--- src/rtl/mem_arbiter.sv ---
// Two-port arbiter/sequencer that serialises read/write requests into the 8x8 memory unit.
// Ties are round-robin by default; define MEM_ARB_FIXED_PRIO_EN to make port 0 win every tie.
module mem_arbiter #(
    parameter int ADDR_W  = 3,
    parameter int DATA_W  = 8,
    parameter int MEM_LAT = 2
) (
    input  logic              clk,
    input  logic              rst,
    input  logic              r0_req,
    input  logic              r0_op,
    input  logic [ADDR_W-1:0] r0_addr,
    input  logic [DATA_W-1:0] r0_wdata,
    output logic              r0_ack,
    output logic [DATA_W-1:0] r0_rdata,
    input  logic              r1_req,
    input  logic              r1_op,
    input  logic [ADDR_W-1:0] r1_addr,
    input  logic [DATA_W-1:0] r1_wdata,
    output logic              r1_ack,
    output logic [DATA_W-1:0] r1_rdata,
    output logic              mem_op,
    output logic              mem_select,
    output logic [ADDR_W-1:0] mem_addr,
    output logic [DATA_W-1:0] mem_data_in,
    input  logic [DATA_W-1:0] mem_data_out,
    output logic              busy
);
    localparam int CNT_W = (MEM_LAT > 2) ? $clog2(MEM_LAT - 1) : 1;
    localparam logic [CNT_W-1:0] CNT_LOAD = (MEM_LAT > 2) ? CNT_W'(MEM_LAT - 2) : {CNT_W{1'b0}};

    typedef enum logic [1:0] {
        IDLE  = 2'd0,
        ISSUE = 2'd1,
        WAIT  = 2'd2,
        RESP  = 2'd3
    } state_t;

    state_t            state_q, state_d;
    logic [CNT_W-1:0]  cnt_q, cnt_d;
    logic              port_q, port_d;
    logic              op_q, op_d;
    logic [ADDR_W-1:0] addr_q, addr_d;
    logic [DATA_W-1:0] wdata_q, wdata_d;
    logic              mem_select_q, mem_select_d;
    logic              r0_ack_q, r0_ack_d;
    logic              r1_ack_q, r1_ack_d;
    logic [DATA_W-1:0] r0_rdata_q, r0_rdata_d;
    logic [DATA_W-1:0] r1_rdata_q, r1_rdata_d;
    logic              busy_q, busy_d;
`ifndef MEM_ARB_FIXED_PRIO_EN
    logic              last_grant_q, last_grant_d;
`endif
    logic              grant_s;
    logic              enter_resp_s;

    // Winner among the currently requesting ports.
    always_comb begin
`ifdef MEM_ARB_FIXED_PRIO_EN
        if (r0_req) begin
            grant_s = 1'b0;
        end else begin
            grant_s = 1'b1;
        end
`else
        if (r0_req && r1_req) begin
            grant_s = ~last_grant_q;
        end else if (r0_req) begin
            grant_s = 1'b0;
        end else begin
            grant_s = 1'b1;
        end
`endif
    end

    // Sequencer next state plus next values of every registered output.
    always_comb begin
        state_d      = state_q;
        cnt_d        = cnt_q;
        port_d       = port_q;
        op_d         = op_q;
        addr_d       = addr_q;
        wdata_d      = wdata_q;
        mem_select_d = 1'b0;
        enter_resp_s = 1'b0;
`ifndef MEM_ARB_FIXED_PRIO_EN
        last_grant_d = last_grant_q;
`endif
        case (state_q)
            IDLE: begin
                if (r0_req || r1_req) begin
                    state_d      = ISSUE;
                    port_d       = grant_s;
                    op_d         = grant_s ? r1_op    : r0_op;
                    addr_d       = grant_s ? r1_addr  : r0_addr;
                    wdata_d      = grant_s ? r1_wdata : r0_wdata;
                    mem_select_d = 1'b1;
`ifndef MEM_ARB_FIXED_PRIO_EN
                    last_grant_d = grant_s;
`endif
                end else begin
                    state_d = IDLE;
                end
            end
            ISSUE: begin
                if (MEM_LAT == 1) begin
                    state_d      = RESP;
                    enter_resp_s = 1'b1;
                end else begin
                    state_d = WAIT;
                    cnt_d   = CNT_LOAD;
                end
            end
            WAIT: begin
                if (cnt_q == {CNT_W{1'b0}}) begin
                    state_d      = RESP;
                    enter_resp_s = 1'b1;
                end else begin
                    cnt_d = cnt_q - CNT_W'(1);
                end
            end
            RESP: begin
                state_d = IDLE;
            end
            default: begin
                state_d = IDLE;
            end
        endcase

        // Ack and read capture land on the same edge, so rdata is valid with the ack.
        r0_ack_d = enter_resp_s && !port_q;
        r1_ack_d = enter_resp_s && port_q;
        if (enter_resp_s && !op_q) begin
            if (port_q) begin
                r0_rdata_d = r0_rdata_q;
                r1_rdata_d = mem_data_out;
            end else begin
                r0_rdata_d = mem_data_out;
                r1_rdata_d = r1_rdata_q;
            end
        end else begin
            r0_rdata_d = r0_rdata_q;
            r1_rdata_d = r1_rdata_q;
        end
        busy_d = (state_d != IDLE);
    end

    // State and output registers with synchronous reset.
    always_ff @(posedge clk) begin
        if (rst) begin
            state_q      <= IDLE;
            cnt_q        <= {CNT_W{1'b0}};
            port_q       <= 1'b0;
            op_q         <= 1'b0;
            addr_q       <= {ADDR_W{1'b0}};
            wdata_q      <= {DATA_W{1'b0}};
            mem_select_q <= 1'b0;
            r0_ack_q     <= 1'b0;
            r1_ack_q     <= 1'b0;
            r0_rdata_q   <= {DATA_W{1'b0}};
            r1_rdata_q   <= {DATA_W{1'b0}};
            busy_q       <= 1'b0;
`ifndef MEM_ARB_FIXED_PRIO_EN
            last_grant_q <= 1'b1;
`endif
        end else begin
            state_q      <= state_d;
            cnt_q        <= cnt_d;
            port_q       <= port_d;
            op_q         <= op_d;
            addr_q       <= addr_d;
            wdata_q      <= wdata_d;
            mem_select_q <= mem_select_d;
            r0_ack_q     <= r0_ack_d;
            r1_ack_q     <= r1_ack_d;
            r0_rdata_q   <= r0_rdata_d;
            r1_rdata_q   <= r1_rdata_d;
            busy_q       <= busy_d;
`ifndef MEM_ARB_FIXED_PRIO_EN
            last_grant_q <= last_grant_d;
`endif
        end
    end

    assign r0_ack      = r0_ack_q;
    assign r1_ack      = r1_ack_q;
    assign r0_rdata    = r0_rdata_q;
    assign r1_rdata    = r1_rdata_q;
    assign mem_op      = op_q;
    assign mem_select  = mem_select_q;
    assign mem_addr    = addr_q;
    assign mem_data_in = wdata_q;
    assign busy        = busy_q;

endmodule

--- config.mk ---
export PLATFORM = sky130hd
export DESIGN_NAME = mem_arbiter
export DESIGN_NICKNAME = d
export VERILOG_FILES = /design/src/rtl/mem_arbiter.sv
export SDC_FILE = /design/constraint.sdc
export NUM_CORES = 1
export LEC_CHECK = 0
export ABC_AREA = 0
export BUFFER_PORTS_ARGS = -buffer_cell sky130_fd_sc_hd__buf_2
export CAP_MARGIN = 20
export CORE_AREA = 4 4 76 50
export CTS_CLUSTER_DIAMETER = 80
export DETAILED_ROUTE_END_ITERATION = 7
export DIE_AREA = 0 0 80 54
export MAX_ROUTING_LAYER = met4
export PLACE_DENSITY = 0.81
export SLEW_MARGIN = 25
export SYNTH_ARGS = -nofsm -noshare
export SYNTH_HDL_FRONTEND = slang
export SYNTH_SLANG_ARGS = --single-unit
--- constraint.sdc ---
create_clock -name clk -period 2.05 [get_ports clk]
set_input_delay 0.3075 -clock clk [delete_from_list [all_inputs] [get_ports clk]]
set_output_delay 0.3075 -clock clk [all_outputs]
set_load 0.05 [all_outputs]
# Word-level counts from Yosys, hierarchy flattened
# Cells that the tools add are included.
[classes] n_bitwise=3 eq_ne=3 n_addsub=1 mux=13 n_reduce_logical=14
[ops] operator="$mux 1" n=8
[ops] operator="$mux 8" n=1
[ops] operator="$pmux 2 s4" n=1
[ops] operator="$reduce_and 2->1" n=3
[ops] operator="$eq 2x2->1 const B" n=2
[ops] operator="$logic_and 1x1->1" n=4
[ops] operator="$reduce_bool 2->1" n=2
[ops] operator="$mux 3" n=1
[ops] operator="$not 1->1" n=3
[ops] operator="$eq 2x1->1 const B" n=1
[ops] operator="$logic_not 1->1" n=2
[ops] operator="$logic_not 2->1" n=1
[ops] operator="$mux 2" n=1
[ops] operator="$pmux 1 s2" n=1
[ops] operator="$reduce_or 2->1" n=1
[ops] operator="$logic_or 1x1->1" n=1
[ops] operator="$sub 1x1->1 const B" n=1
[totals] ff_bits=37 elab_cells=47 output_inout_bits=32

# Logic depth before layout (Yosys ltp)
[depth] ltp_word=4 ltp_mapped=7

# Worst setup path before layout
# OpenSTA, ideal clock, no wires.
[synth_timing] path_kind="register to register" from="reg op_q (netlist: mem_op)" to="reg r1_rdata_q[0] (netlist: r1_rdata[0])" required_time_ps=1922 slack_ps=665 synth_period_minus_slack_ps=1385 setup_time_ps=128 path_stages_with_launch=5 t_arrival_ps=1256 path_buffers=1 cell_sequence="dfxtp_1 > nand3b_1 > buf_2 > mux2i_1 > nor2_1"
[synth_via] elab_chain_cells=3
[synth_lines] element="from (decl)" line="42" source="logic op_q, op_d;"
[synth_lines] element="from (signal assigned)" line="170" source="op_q <= op_d;"
[synth_lines] element="$logic_not 1->1" line="133" source="if (enter_resp_s && !op_q) begin"
[synth_lines] element="$logic_and 1x1->1" line="133"
[synth_lines] element="$reduce_and 2->1 (no line)"
[synth_lines] element="to (signal assigned)" line="161" source="r1_rdata_q <= {DATA_W{1'b0}};"
[synth_lines] element="to (signal assigned)" line="177" source="r1_rdata_q <= r1_rdata_d;"
[synth_lines] element="to (decl)" line="49" source="logic [DATA_W-1:0] r1_rdata_q, r1_rdata_d;"
# No other way between the ends.
# A chain may end at the register's enable or synchronous reset.

# Worst setup path in the final report
[layout_timing] from="reg state_q[0]" to="reg r1_rdata_q[3] (netlist: r1_rdata[3])"
[layout_via] elab_chain_cells=4
[layout_lines] element="from (decl)" line="39" source="state_t state_q, state_d;"
[layout_lines] element="from (signal assigned)" line="167" source="state_q <= state_d;"
[layout_lines] element="$eq 2x2->1" line="89" source="case (state_q)"
[layout_lines] element="$mux 1" line="89"
[layout_lines] element="$logic_and 1x1->1" line="133"
[layout_lines] element="$reduce_and 2->1 (no line)"
# No other way between the ends.

==> summary.md <==
| Metric | Value |
|---|---|
| Tot GR Track Use | 16.7% |
| Latest clock arrival within the worst-skew pair | 280 ps |
| Unrepaired setup endpoints after global routing | no |
| DR WL/cell | 13.1 um |
| Fillers | 285 |
| YS warnings | 0 |
| Ant. Diodes | 0 |
| Clk pin slew, worst setup/hold paths | 70 ps |
| Tcrit/Tclk final | 72.9% |
| Status | finished, final reports clean |
| Clock skew | 2.55 ps |
| CTS tree | done |
| P_sw | 1.02 mW |
| Synth Instances | 154 |
| First-pass DRT Iterations | 4 |
| # hold bufs at CTS | 0 |
| Cells after DPL | 256 |
| Final Instance Count excl. Fillers | 264 |
| DRT antenna net count | 0 |
| Slew HR | 56.4% |
| Fin util | 60.7% |
| Design area | 0.00189 sq mm |
| Share of layout cells above drive strength 1 | 35.6% |
| Max rail drop VDD | 633 uV |
| Yosys top cell by area | dfxtp_1 |
| Nets | 258 |
| Largest net degree at the start of global routing | 28 |
| Post_cts resized | 0 |
| WP data required | 2200 ps |
| Max_cap viols | 0 |
| Core Footprint | 0.00312 sq mm |
| Lkg Pwr | 0.939 nW |
| Reg2Reg Depth | 5 |
| Area of the die | 0.00432 sq mm |
| Sink Count | 36 |
| First-pass GRT wire length | 5.42 mm |
| Slew Limit Fails | 0 |
| Post-CTS Setup Inserts | 0 |
| Synth Area per Inst | 9.47 sq um |
| Layout area overhead | 30.0% |
| Syn Nets | 194 |
| Area share of the largest cell type after synthesis | 49.4% |
| Internal power | 1.41 mW |
| Logic pwr share | 41.7% |
| Net Sw Frac | 42.0% |
| Vias | 1281 |
| Final hold vios | 0 |
| GRT overflow | 0 |
| CP Capture Type | flip-flop |
| WL final | 3.47 mm |
| Synth unique cells | 24 |
| Pwr Total | 2.43 mW |
| Final period demand of the worst path | 1490 ps |
| Seq. cell area | 721 sq um |
| Root Buffer | clkbuf_8 |
| DR DRC count | 0 |
| Area of the multi-input gates | 658 sq um |
| Area of placed instances | 0.00180 sq mm |
| Die H | 54 um |
| Clock network fraction of total power | 20.7% |
| Synthesized flop and latch total | 36 |
| Port Buffers | 67 |
| Worst R2R End | r1_rdata[3]$_SDFFE_PP0P_ |
| Worst-Margin Slew | 653 ps |
| FP Rows | 16 |
| Inserted Clock Buffers | 5 |
| Max FO, Critical Path | 8 |
| Post-Place Setup Slack | 560 ps |
| Min-Delay Path Class | primary input to flip-flop |
| Netlist area before placement | 0.00146 sq mm |
| Setup TNS | 0 ps |
| Area contributors post-synth | dfxtp_1 (49%), mux2i_1 (11%), nor2_1 (8.2%) |
| Initial Util | 46.7% |
| Drt initial violations | 55 |
| Clock buffer depth | 2 |
| Slack of the critical path | 556 ps |
| Crit path to | r1_rdata[3]$_SDFFE_PP0P_ |
| Vias in the first global route | 1204 |
| Flop pwr share | 37.7% |
| I/O pin total | 68 |
| Initial antenna violation count | 0 |
| Hold Worst Slack | 274 ps |
| Dpl hpwl | 2.61 mm |
| Sequential element share of the synthesized area | 49.4% |
| R2r setup slk | 560 ps |
| Pwr Density | 1280 mW/mm^2 |
| Critical path class | flip-flop to flip-flop |
| Worst Path Arrival | 1650 ps |
| Max Clk Rate | 0.669 GHz |
| Vias per inst | 4.85 |
| H-tree depth | 2 |
| Critical Path Start Type | flip-flop |
| CP startpoint | state_q[0]$_SDFF_PP0_ |
| Final GP Congestion | 0.793 |
| Final setup violation count | 0 |
| RR Startpoint | state_q[0]$_SDFF_PP0_ |
| Die Wd | 80 um |
-- cell usage in the layout, fill, tap and decap left out, types with 2 or more instances in the layout --
cell type	instances
o21ai_0	12
nor2b_1	3
nor3b_1	2
nand3_1	12
ha_1	4
buf_2	67
buf_4	3
mux2i_1	16
clkbuf_8	6
a311oi_1	11
dfxtp_1	36
nor2_1	32
inv_1	3
clkbuf_1	2
-- registers in the layout (all words and copies together), names as in the netlist, 2 cells and up --
register     count
r0_rdata         8
state_q          2
mem_data_in      8
r1_rdata         8
mem_addr         3
-- kinds of logic (layout without fill, tap and decap cells) --
kind of cell	count (synthesis)	count (layout)	share of synthesized area (%)
DFF	36	36	49.4
AOI/OAI and AO/OA	27	27	13.3
muxes	16	16	11.0
and+or+nand+nor	55	55	17.4
adders and majority gates	4	4	3.43
buffers and inverters	16	81	5.41
-- synth_stat cells (all sizes together) --
library cell  number
o21a               1
nor2              32
nor3b              2
and3b              1
clkbuf             5
nor2b              3
a311oi            12
ha                 4
o21ai             12
a211oi             1
o21bai             1
or2                1
inv                3
and3               1
mux2i             16
dfxtp             36
buf                8
nand3b             1
nand2b             1
nand3             12
nor3               1
-- how the worst min path moves through the flow --
stage	to	depth (start not counted)	start	slack [ps]
after floorplan	r1_rdata[0]$_SDFFE_PP0P_	2	mem_data_out[0]	450
after global placement	r0_rdata[3]$_SDFFE_PP0P_	2	r0_rdata[3]$_SDFFE_PP0P_	470
after detailed placement	r0_rdata[4]$_SDFFE_PP0P_	2	r0_rdata[4]$_SDFFE_PP0P_	480
after CTS	r1_rdata[0]$_SDFFE_PP0P_	3	mem_data_out[0]	270
after global routing	r0_rdata[6]$_SDFFE_PP0P_	3	mem_data_out[6]	280
final	r1_rdata[0]$_SDFFE_PP0P_	3	mem_data_out[0]	270
-- power by group through the flow --
stage               logic [mW]  registers (mW)  clock network, mW
floorplan                0.399            1.33                  0
global placement          1.01           0.925                  0
detailed placement        1.02           0.929                  0
CTS                       1.02           0.916              0.515
global route              1.08           0.934              0.549
finish                    1.01           0.917              0.503
-- critical path: stages, from the launching register on --
cell      delay (ps)
dfxtp_1          300
inv_1            110
ha_1             210
nand3b_1         380
mux2i_1          310
nor2_1            50
-- routing by layer --
layer  share of wire [%]  GRT usage [%]  vias to the layer above
met5                   0              -                        -
met1                  48           21.8                      590
met3                 4.2           4.68                        5
met4                0.72           7.02                        0
li1                    -              -                      664
met2                  47           24.5                       22
-- layout make-up --
cell class                      instances  share of cell area [%]
Clock buffer                            8                    4.76
Inverter                                3                   0.594
Multi-Input combinational cell        102                    34.7
Sequential cell                        36                    38.0
Tap cell                               45                    2.97
Timing Repair Buffer                   70                    18.9
Note: power is estimated with default switching activity, not from simulation.
